==> src/rtl/bus_arbiter_pkg.sv <==
// bus_arbiter_pkg: size and state encodings plus defaults shared by the arbiter and the LSU
package bus_arbiter_pkg;
    localparam logic [1:0] SZ_BYTE = 2'b00;
    localparam logic [1:0] SZ_HALF = 2'b01;
    localparam logic [1:0] SZ_WORD = 2'b10;
    localparam logic [1:0] SZ_ILL  = 2'b11;
    localparam int MAX_LS_STREAK_DEF = 3;
    typedef enum logic [1:0] {IDLE, BUSY_IF, BUSY_LS, ERR_LS} state_t;
endpackage

==> src/rtl/bus_align_check.sv <==
// bus_align_check: flags illegal sizes and misaligned half/word data accesses
module bus_align_check
    import bus_arbiter_pkg::*;
(
    input  logic [1:0] i_size,
    input  logic [1:0] i_addr_lo,
    output logic       o_fault
);
    always_comb o_fault = (i_size == SZ_ILL) ||
                          (i_size == SZ_HALF && i_addr_lo[0]) ||
                          (i_size == SZ_WORD && i_addr_lo != 2'b00);
endmodule

==> src/rtl/bus_arbiter.sv <==
// bus_arbiter: shares one memory port between fetch and load/store, LS priority with IF anti-starvation
module bus_arbiter
    import bus_arbiter_pkg::*;
#(
    parameter int AW            = 32,
    parameter int DW            = 32,
    parameter int MAX_LS_STREAK = MAX_LS_STREAK_DEF
) (
    input  logic          clk,
    input  logic          rst,
    input  logic          if_req,
    input  logic [AW-1:0] if_addr,
    output logic          if_gnt,
    output logic          if_valid,
    output logic [DW-1:0] if_rdata,
    input  logic          ls_req,
    input  logic          ls_we,
    input  logic [1:0]    ls_size,
    input  logic [AW-1:0] ls_addr,
    input  logic [DW-1:0] ls_wdata,
    output logic          ls_gnt,
    output logic          ls_valid,
    output logic [DW-1:0] ls_rdata,
    output logic          ls_err,
    output logic          mem_req,
    output logic          mem_we,
    output logic [1:0]    mem_size,
    output logic [AW-1:0] mem_addr,
    output logic [DW-1:0] mem_wdata,
    input  logic          mem_ready,
    input  logic [DW-1:0] mem_rdata
);
    localparam int SW = $clog2(MAX_LS_STREAK + 1);
    localparam logic [SW-1:0] STREAK_MAX = SW'(MAX_LS_STREAK);

    state_t        r_state;
    logic [SW-1:0] r_streak;
    logic          w_ls_fault;
    logic          w_ls_win;

    bus_align_check u_align (
        .i_size    (ls_size),
        .i_addr_lo (ls_addr[1:0]),
        .o_fault   (w_ls_fault)
    );

    // LS wins unless IF has already been passed over MAX_LS_STREAK times in a row
    assign w_ls_win = ls_req && (!if_req || r_streak < STREAK_MAX);

    always_ff @(posedge clk) begin
        if (rst) begin
            r_state   <= IDLE;
            r_streak  <= '0;
            if_gnt    <= 1'b0;
            if_valid  <= 1'b0;
            if_rdata  <= '0;
            ls_gnt    <= 1'b0;
            ls_valid  <= 1'b0;
            ls_rdata  <= '0;
            ls_err    <= 1'b0;
            mem_req   <= 1'b0;
            mem_we    <= 1'b0;
            mem_size  <= '0;
            mem_addr  <= '0;
            mem_wdata <= '0;
        end else begin
            if_gnt   <= 1'b0;
            ls_gnt   <= 1'b0;
            if_valid <= 1'b0;
            ls_valid <= 1'b0;
            ls_err   <= 1'b0;
            case (r_state)
                IDLE: begin
                    if (w_ls_win) begin
                        ls_gnt    <= 1'b1;
                        r_streak  <= if_req ? ((r_streak == STREAK_MAX) ? STREAK_MAX : r_streak + 1'b1) : '0;
                        r_state   <= w_ls_fault ? ERR_LS : BUSY_LS;
                        mem_req   <= !w_ls_fault;
                        mem_we    <= ls_we;
                        mem_size  <= ls_size;
                        mem_addr  <= ls_addr;
                        mem_wdata <= ls_wdata;
                    end else if (if_req) begin
                        if_gnt   <= 1'b1;
                        r_streak <= '0;
                        r_state  <= BUSY_IF;
                        mem_req  <= 1'b1;
                        mem_we   <= 1'b0;
                        mem_size <= SZ_WORD;
                        mem_addr <= {if_addr[AW-1:2], 2'b00};
                    end
                end
                BUSY_IF: begin
                    if (mem_ready) begin
                        if_rdata <= mem_rdata;
                        if_valid <= 1'b1;
                        mem_req  <= 1'b0;
                        r_state  <= IDLE;
                    end
                end
                BUSY_LS: begin
                    if (mem_ready) begin
                        ls_rdata <= mem_we ? '0 : mem_rdata;
                        ls_valid <= 1'b1;
                        mem_req  <= 1'b0;
                        r_state  <= IDLE;
                    end
                end
                default: begin
                    ls_valid <= 1'b1;
                    ls_err   <= 1'b1;
                    ls_rdata <= '0;
                    r_state  <= IDLE;
                end
            endcase
        end
    end
endmodule
==> config.mk <==
export PLATFORM = sky130hd
export DESIGN_NAME = bus_arbiter
export DESIGN_NICKNAME = d
export VERILOG_FILES = /design/src/rtl/bus_arbiter_pkg.sv /design/src/rtl/bus_align_check.sv /design/src/rtl/bus_arbiter.sv
export SDC_FILE = /design/constraint.sdc
export NUM_CORES = 1
export LEC_CHECK = 0
export CORE_ASPECT_RATIO = 0.5
export CORE_MARGIN = 4
export CORE_UTILIZATION = 41
export DETAILED_ROUTE_END_ITERATION = 8
export PLACE_DENSITY_LB_ADDON = 0.25
export SLEW_MARGIN = 20
export SYNTH_ARGS = -nofsm -noshare
export SYNTH_HDL_FRONTEND = slang
export SYNTH_HIERARCHICAL = 1
export SYNTH_SLANG_ARGS = --single-unit
==> constraint.sdc <==
create_clock -name clk -period 1.8 [get_ports clk]
set_input_delay 0.18 -clock clk [delete_from_list [all_inputs] [get_ports clk]]
set_output_delay 0.18 -clock clk [all_outputs]
set_load 0.02 [all_outputs]
==> results of run 1 <==
## sequential cells by signal (all words and copies together) (netlist names)
name       count
if_rdata      32
ls_rdata      32
mem_addr      32
mem_wdata     32
mem_size       2
r_state        2
r_streak       2
if_gnt         1
if_valid       1
ls_err         1
ls_gnt         1
ls_valid       1
mem_req        1
mem_we         1
## power by group through the flow
| stage | Sequential (mW) | Combinational (mW) | Clock, mW |
|---|---|---|---|
| after floorplan | 3.91 | 0.810 | 0 |
| after global placement | 3.58 | 2.26 | 0 |
| after detailed placement | 3.59 | 2.29 | 0 |
| after CTS | 3.53 | 2.31 | 3.78 |
| after global routing | 3.56 | 2.47 | 3.91 |
| final | 3.53 | 2.31 | 3.72 |
## layer usage
| layer | GRT usage | vias to the layer above |
|---|---|---|
| met5 | 0 | - |
| met4 | 0.06320 | 0 |
| met3 | 0.06947 | 23 |
| met2 | 0.4042 | 207 |
| met1 | 0.2660 | 2888 |
| li1 | - | 2902 |
## worst register-to-register path, stage by stage (launching register included)
cell     delay, ns
dfxtp_1       0.33
inv_1         0.09
ha_2          0.28
buf_4         0.16
o21a_1        0.16
buf_12        0.18
o21ai_0       0.11
a21oi_1       0.18
## final timing paths
path | endpoint | slack (ns) | cells after the start
hold reg to reg | mem_wdata[5] | 0.45 | 2
hold / removal | r_streak[1] | 0.06 | 2
setup reg to reg | mem_addr[24] | 0.23 | 7
setup / recovery | mem_addr[6] | 0.21 | 1
## cell families (layout without fill, tap and decap cells)
group,Yosys count,in the layout
AO/OA/AOI/OAI,237,237
adder cells (fa/ha/maj),4,4
AND/OR/NAND/NOR,199,199
flip-flops,141,141
multiplexers,32,32
buffers and inverters,70,330
## placed cells by master, fill, tap and decap left out, drive strengths merged
cell	Yosys	routed
a21oi	105	105
a31oi	30	30
and2	2	2
and3	3	3
and3b	1	1
buf	21	25
bufinv	0	3
clkbuf	45	18
clkdlybuf4s50	0	269
clkinv	1	2
clkinvlp	0	4
dfxtp	141	141
ha	4	4
inv	3	9
mux2i	32	32
nand2	136	136
nand2b	1	1
nand3	1	1
nand4	36	36
nand4b	1	1
nor2	4	4
nor2b	6	6
nor3	4	4
nor3b	1	1
o211ai	2	2
o21a	1	1
o21ai	97	97
o311ai	1	1
o31ai	1	1
or2	1	1
or4	2	2
## synth_stat cells
library cell / count / area share
or2_2: 1 / 0.0011
ha_1: 4 / 0.0088
o311ai_0: 1 / 0.0015
buf_1: 3 / 0.0020
or4_1: 2 / 0.0027
nand4_1: 36 / 0.040
buf_6: 4 / 0.0080
nand2b_1: 1 / 0.0011
nand4b_1: 1 / 0.0015
o21ai_2: 1 / 0.0015
nand2_1: 136 / 0.090
nor2b_1: 6 / 0.0066
o31ai_1: 1 / 0.0013
dfxtp_1: 141 / 0.50
buf_4: 1 / 0.0013
nor2_1: 4 / 0.0027
o211ai_1: 2 / 0.0027
a21oi_1: 105 / 0.093
o21a_1: 1 / 0.0013
mux2i_1: 32 / 0.057
buf_2: 13 / 0.012
o21ai_0: 96 / 0.085
clkbuf_1: 45 / 0.030
and3_1: 3 / 0.0033
nor3_1: 4 / 0.0035
and2_1: 2 / 0.0022
and3b_1: 1 / 0.0015
inv_1: 3 / 0.0020
clkinv_1: 1 / 0.00066
nand3_4: 1 / 0.0031
a31oi_1: 30 / 0.033
nor3b_1: 1 / 0.0013
## area by class of cell
type,instances,area share
clock buffer,18,0.04752
clock inverter,14,0.01976
inverter,4,0.001624
multi-input combinational,472,0.2743
sequential,141,0.3054
tap,176,0.02383
timing repair buffer,294,0.3276
## repair_timing
item | CTS | global route
hold buffers | 0 | 0
setup endpoints to repair | 1 | 1
resized for setup | 1 | 1
==> flow_summary_export.csv, run 1 <==
group,metric,value,unit
floorplanning,start_util,0.4186,
worst_setup_path,cp.arrival,1.41,ns
final_layout,drive_gt1_frac,0.06999,
synthesis,ys_types,32,
synthesis,syn_avg_cell_area,8.282,um2
clock_tree,clk_pin_slew,0.07,ns
global_route,grt_pass1_vias,5781,
pwr,leakage,3.312,nW
sta,clock.fmax,630.8,MHz
sta,worstMarginPinSlew,0.4686,ns
clock_tree,cts_tree,"built",
worst_setup_path,worstPathRequired,1.62,ns
floorplanning,pin_count,273,
detailed_routing,via_per_inst,5.380,
pwr,sequentialPowerShare,0.369,
floorplanning,rows,30,
placement,placedCellCount,1087,
synthesis,yosysWarningCount,6,
clock_tree,clock_sinks,141,
global_route,grt_overflow,0,
floorplanning,die_area,0.01585,mm2
final_layout,final_util,0.6840,
placement,io_buffers,270,
final_layout,multi_input_area,0.002535,mm2
worst_setup_path,critPathKind,"flip-flop to output pin",
detailed_routing,top_layer,"met4",
global_route,grt_use_total,0.2269,
min_path,hp-class,"input port to flip-flop",
synthesis,synth_xor_area_frac,0,
synthesis,synth.area.mux_share,0.05662,
final_layout,seq_area,0.002823,mm2
pwr,clockPowerShare,0.389,
detailed_routing,wl,19010,um
worst_setup_path,start_kind,"flip-flop",
final_layout,design_area,0.009243,mm2
synthesis,yosys.area_share.simple,0.1608,
clock_tree,cts_post_setup_buffers_inserted,0,
worst_setup_path,slowest_delay,0.64,ns
synthesis,yosys.area_share.adder,0.008848,
sta,finalCriticalPeriod,1.585,ns
global_route,grt_max_degree,49,
synthesis,synth_cells,683,
min_path,hp-start,"rst",
worst_setup_path,critPathMaxFanout,2,
worst_setup_path,r2r-start,"r_state[1]",
pwr,p_per_area,1034,mW/mm2
detailed_routing,drcViolationCount,0,
detailed_routing,vias,6020,
floorplanning,chipHeight,91.06,um
detailed_routing,drtIter0Drc,428,
run,cap_violations,0,
synthesis,ys_seq_elements,141,
sta,skew,0.01211,ns
global_route,antenna_found_initial,0,
detailed_routing,wl_per_cell,16.99,um
clock_tree,h-tree-depth,4,
placement,dp_slack,0.01540,ns
clock_tree,cts_buffer_depth,2,
final_layout,diodes,0,
global_route,grt_pass1_wl,29810,um
worst_setup_path,crit_family,"buffers and inverters",
detailed_routing,m1WireLength,7850,um
outcome,outcome,"completed",
worst_setup_path,slowest_stage,"clkdlybuf4s50_1",
final_layout,nets,1070,
final_layout,area_delta_synth_final,63.39,%
pwr,p_int,6.747,mW
detailed_routing,ant_nets,0,
detailed_routing,met3_length,1330,um
worst_setup_path,cp-end-kind,"output pin",
floorplanning,core,0.01351,mm2
final_layout,fill_cells,1094,
clock_tree,cts_made_buffers,17,
clock_tree,root_buffer,"clkbuf_16",
floorplanning,die_w,174.1,um
clock_tree,clock_latency,0.41,ns
sta,drv_slew,0,
sta,period_share,0.8807,
synthesis,synth_compound_area_frac,0.2194,
pwr,sw_frac_of_total,0.2941,
sta,rsz0062_at_grt,"no",
placement,gp_congestion,0.7902,
synthesis,synth_top_family_by_area,"compound AO/OA/AOI/OAI gates",
placement,dpl.hpwl,12760,um
sta,setup_tns,0,ns
detailed_routing,dr_wl_met2,9539,um
sta,setup_ws,0.2148,ns
pwr,finalPower,9.558,mW
sta,hold-worst-slack,0.05652,ns
pwr,combPwrFrac,0.242,
synthesis,synth_area,0.005657,mm2
synthesis,ys_seq_area_frac,0.4990,
worst_setup_path,cp-startpoint,"mem_addr[6]",
sta,setup_viol,0,
worst_setup_path,cp_cell_sequence,"clkdlybuf4s50_1",
final_layout,fin_cells,1119,
worst_setup_path,path_buf_inv,1,
pwr,ir_drop,0.6560,mV
sta,hold_viol,0,
detailed_routing,dr.pass1.iters,5,
placement,placed_cell_area,0.008616,mm2
pwr,switchingPower,2.811,mW
sta,relSlewSlack,0.6876,
synthesis,syn_nets,823,
No activity file was read; power rests on OpenSTA's default activity.
==> run 2: changes to the inputs <==
- CORE_MARGIN: 4 -> not set
- CORE_UTILIZATION: 41 -> 44
- SLEW_MARGIN: 20 -> not set
- clock period: 1.8 -> 2 ns (I/O delays scaled with it)
==> flow_summary_export.csv, run 2 (same netlist as run 1, synthesis figures left out) <==
group,metric,value,unit
pwr,sequentialPowerShare,0.389,
pwr,ir_drop,0.5219,mV
sta,hold-worst-slack,0.1262,ns
clock_tree,root_buffer,"clkbuf_16",
min_path,hp-class,"input port to flip-flop",
floorplanning,chipHeight,82.18,um
pwr,switchingPower,2.534,mW
floorplanning,core,0.01216,mm2
placement,io_buffers,270,
sta,relSlewSlack,0.6523,
final_layout,final_util,0.7445,
detailed_routing,wl_per_cell,16.26,um
pwr,sw_frac_of_total,0.3103,
worst_setup_path,critPathKind,"flip-flop to flip-flop",
sta,hold_viol,0,
pwr,p_per_area,902.2,mW/mm2
pwr,leakage,3.237,nW
detailed_routing,via_per_inst,5.401,
final_layout,nets,1066,
global_route,grt_pass1_wl,27210,um
pwr,combPwrFrac,0.245,
sta,rsz0062_at_grt,"no",
floorplanning,die_w,162.4,um
min_path,whs_path_depth,3,
sta,worstMarginPinSlew,0.5215,ns
clock_tree,clk_pin_slew,0.06,ns
worst_setup_path,cp-end-kind,"flip-flop",
sta,skew,0.01203,ns
clock_tree,cts_buffer_depth,2,
clock_tree,cts_made_buffers,17,
sta,setup_ws,0.2205,ns
pwr,clockPowerShare,0.366,
detailed_routing,wl,17950,um
detailed_routing,drcViolationCount,0,
clock_tree,clock_latency,0.41,ns
detailed_routing,ant_nets,0,
clock_tree,clock_sinks,141,
sta,period_share,0.8898,
detailed_routing,dr.pass1.iters,5,
run,cap_violations,0,
floorplanning,pin_count,273,
sta,setup_tns,0,ns
floorplanning,rows,28,
final_layout,final_common_cell,"clkdlybuf4s50_1",
clock_tree,h-tree-depth,4,
worst_setup_path,cp.arrival,2.05,ns
final_layout,drive_gt1_frac,0.06390,
clock_tree,cts-hold-fix-buffers,0,
pwr,p_int,5.632,mW
sta,finalCriticalPeriod,1.780,ns
final_layout,area_delta_synth_final,60.01,%
worst_setup_path,rr_worst_depth,5,
worst_setup_path,critPathMaxFanout,32,
placement,gp_congestion,0.7715,
sta,drv_slew,0,
final_layout,diodes,0,
sta,clock.fmax,561.9,MHz
global_route,grt_overflow,0,
global_route,antenna_found_initial,0,
detailed_routing,vias,5963,
worst_setup_path,worstPathRequired,2.27,ns
clock_tree,ctsResizeCount,0,
detailed_routing,drtIter0Drc,463,
global_route,grt_use_total,0.2595,
worst_setup_path,start_kind,"flip-flop",
outcome,outcome,"completed",
sta,setup_viol,0,
floorplanning,die_area,0.01334,mm2
placement,dp_slack,0.1558,ns
global_route,grt_max_degree,75,
clock_tree,cts_tree,"built",
placement,dpl.hpwl,12040,um
floorplanning,start_util,0.4653,
clock_tree,cts_post_setup_buffers_inserted,0,
final_layout,layout_common_cells,"clkdlybuf4s50_1 (269), dfxtp_1 (141), nand2_1 (136)",
global_route,grt_pass1_vias,5509,
## run 2: metal layers
metal,vias up,global-route usage,share of wire,routed length [um]
met5,-,0,0,0
met4,0,0.09717,0.017,312
met3,27,0.06494,0.076,1371
met2,249,0.4688,0.50,8985
met1,2801,0.3030,0.41,7282
li1,2886,-,-,-
## run 2: cell type report
class	count	area, um2
fill	918	3105
multi-input combinational	472	2530
sequential	141	2823
tap	165	206.4
clock inverter	14	125.1
timing repair buffer	290	2923
inverter	4	15.01
clock buffer	18	429.2
## run 2: final timing paths
| kind | from | end | slack (ns) |
|---|---|---|---|
| worst max-delay path | r_state[1] | ls_rdata[10] | 0.22 |
| worst min-delay path | rst | mem_req | 0.13 |
| worst max register to register | r_state[1] | ls_rdata[10] | 0.22 |
| worst min register to register | if_rdata[31] | if_rdata[31] | 0.45 |
## run 2: critical path: stages (launching register included)
cell and delay, ns:
dfxtp_1 0.38, inv_1 0.08, ha_1 0.24, or2_2 0.51
o21ai_0 0.32, a21oi_1 0.11
## run 2: power by group through the flow
stage               clock network [mW]  registers [mW]  logic [mW]
CTS                               3.03            3.18        2.01
global placement                     0            3.22        1.96
detailed placement                   0            3.24        2.00
floorplan                            0            3.52       0.729
finish                            2.99            3.18        2.00
global route                      3.15            3.21        2.14
## run 2: stage by stage
step	instances	power [mW]	instance area, um2
after floorplan	683	4.247	5657
after global placement	1072	5.187	8497
after detailed placement	1072	5.232	8497
after CTS	1104	8.213	9051
after global routing	1104	8.496	9051
final	1104	8.166	9051
==> run 3: changes to the inputs <==
- CORE_MARGIN: not set -> 5
==> flow_summary_export.csv, run 3 (same netlist as run 1, synthesis figures left out) <==
group,metric,value,unit
detailed_routing,dr.pass1.iters,5,
final_layout,layout_common_cells,"clkdlybuf4s50_1 (269), dfxtp_1 (141), nand2_1 (136)",
pwr,ir_drop,0.6055,mV
final_layout,area_delta_synth_final,60.56,%
run,cap_violations,0,
floorplanning,pin_count,273,
floorplanning,core,0.01263,mm2
pwr,p_per_area,913.4,mW/mm2
min_path,hp-class,"input port to flip-flop",
clock_tree,clock_sinks,141,
final_layout,diodes,0,
worst_setup_path,cp-end-kind,"flip-flop",
final_layout,final_common_cell,"clkdlybuf4s50_1",
placement,placed_cell_area,0.008491,mm2
clock_tree,clock_latency,0.41,ns
floorplanning,die_area,0.01536,mm2
final_layout,nets,1066,
worst_setup_path,critPathKind,"flip-flop to flip-flop",
sta,finalCriticalPeriod,1.716,ns
sta,drv_slew,0,
sta,skew,0.01411,ns
clock_tree,clk_pin_slew,0.06,ns
detailed_routing,ant_nets,0,
worst_setup_path,r2r_slack,0.28,ns
worst_setup_path,critPathMaxFanout,32,
sta,hold_viol,0,
worst_setup_path,worstPathRequired,2.27,ns
sta,period_share,0.8579,
sta,setup_tns,0,ns
final_layout,fill_cells,1016,
detailed_routing,drtIter0Drc,419,
final_layout,drive_gt1_frac,0.06496,
min_path,min_to,"mem_req",
detailed_routing,wl_per_cell,16.86,um
sta,relSlewSlack,0.6352,
worst_setup_path,cp.arrival,1.99,ns
pwr,leakage,3.254,nW
outcome,outcome,"completed",
sta,rsz0062_at_grt,"no",
placement,dpl.hpwl,12870,um
global_route,grt_overflow,0,
detailed_routing,via_per_inst,5.385,
clock_tree,cts_tree,"built",
sta,hold-worst-slack,0.1682,ns
detailed_routing,drcViolationCount,0,
global_route,grt_max_degree,97,
clock_tree,cts_made_buffers,17,
global_route,antenna_found_initial,0,
detailed_routing,wl,18700,um
final_layout,design_area,0.009082,mm2
clock_tree,root_buffer,"clkbuf_16",
placement,io_buffers,270,
final_layout,seq_area,0.002823,mm2
worst_setup_path,r2r-start,"r_state[1]",
final_layout,multi_input_area,0.002530,mm2
global_route,grt_pass1_wl,29540,um
worst_setup_path,r2r-end,"ls_rdata[15]",
sta,worstMarginPinSlew,0.5473,ns
floorplanning,chipHeight,90.18,um
floorplanning,start_util,0.4480,
global_route,grt_use_total,0.2340,
clock_tree,h-tree-depth,4,
detailed_routing,vias,5972,
min_path,hp-start,"rst",
placement,placedCellCount,1077,
worst_setup_path,rr_worst_depth,5,
clock_tree,cts-hold-fix-buffers,0,
clock_tree,cts_buffer_depth,2,
global_route,grt_pass1_vias,5675,
floorplanning,rows,29,
sta,setup_viol,0,
worst_setup_path,start_kind,"flip-flop",
sta,clock.fmax,582.8,MHz
placement,gp_congestion,0.7618,
min_path,whs_path_depth,3,
clock_tree,ctsResizeCount,0,
final_layout,fin_cells,1109,
floorplanning,die_w,170.4,um
clock_tree,cts_post_setup_buffers_inserted,0,
[run 3: cell type report]
| type | instances | share of cell area |
|---|---|---|
| Clock buffer | 18 | 0.04835 |
| Clock inverter | 14 | 0.01681 |
| Inverter | 4 | 0.001653 |
| Multi-Input combinational cell | 472 | 0.2786 |
| Sequential cell | 141 | 0.3108 |
| Tap cell | 170 | 0.02342 |
| Timing Repair Buffer | 290 | 0.3204 |
[run 3: how the worst max path moves through the flow]
stage	start	endpoint	slack [ns]
2_1_floorplan	r_state[0]	ls_rdata[10]	0.50
3_3_place_gp	if_req	ls_gnt	0.12
3_5_place_dp	if_req	ls_gnt	0.11
4_1_cts	r_state[1]	ls_rdata[15]	0.30
5_1_grt	r_state[1]	ls_rdata[11]	0.14
6_report	r_state[1]	ls_rdata[15]	0.28
[run 3: report_power, final]
part | internal (mW) | switching, mW
logic | 0.933 | 1.07
clock network | 1.79 | 1.33
registers | 3.05 | 0.122
total | 5.78 | 2.51
[run 3: metrics by stage]
stage | power, mW | utilization | setup slack [ns]
floorplan | 4.247 | - | 0.4977
global placement | 5.191 | 0.6724 | 0.1172
detailed placement | 5.227 | 0.6724 | 0.1121
CTS | 8.364 | 0.7193 | 0.2998
global route | 8.682 | 0.7193 | 0.1365
finish | 8.296 | 0.7193 | 0.2842
[run 3: critical path: stages (launching register included)]
cell and delay (ns):
dfxtp_1 0.38, inv_1 0.08, ha_1 0.24, or2_2 0.52
o21ai_0 0.27, a21oi_1 0.09
[run 3: metal layers]
layer  part of all wire  global-route usage  up-vias
met5                  0                   0        -
met4              0.029             0.08837        0
met3              0.085             0.07406       40
met2               0.49              0.3991      260
met1               0.39              0.2750     2778
li1                   -                   -     2894
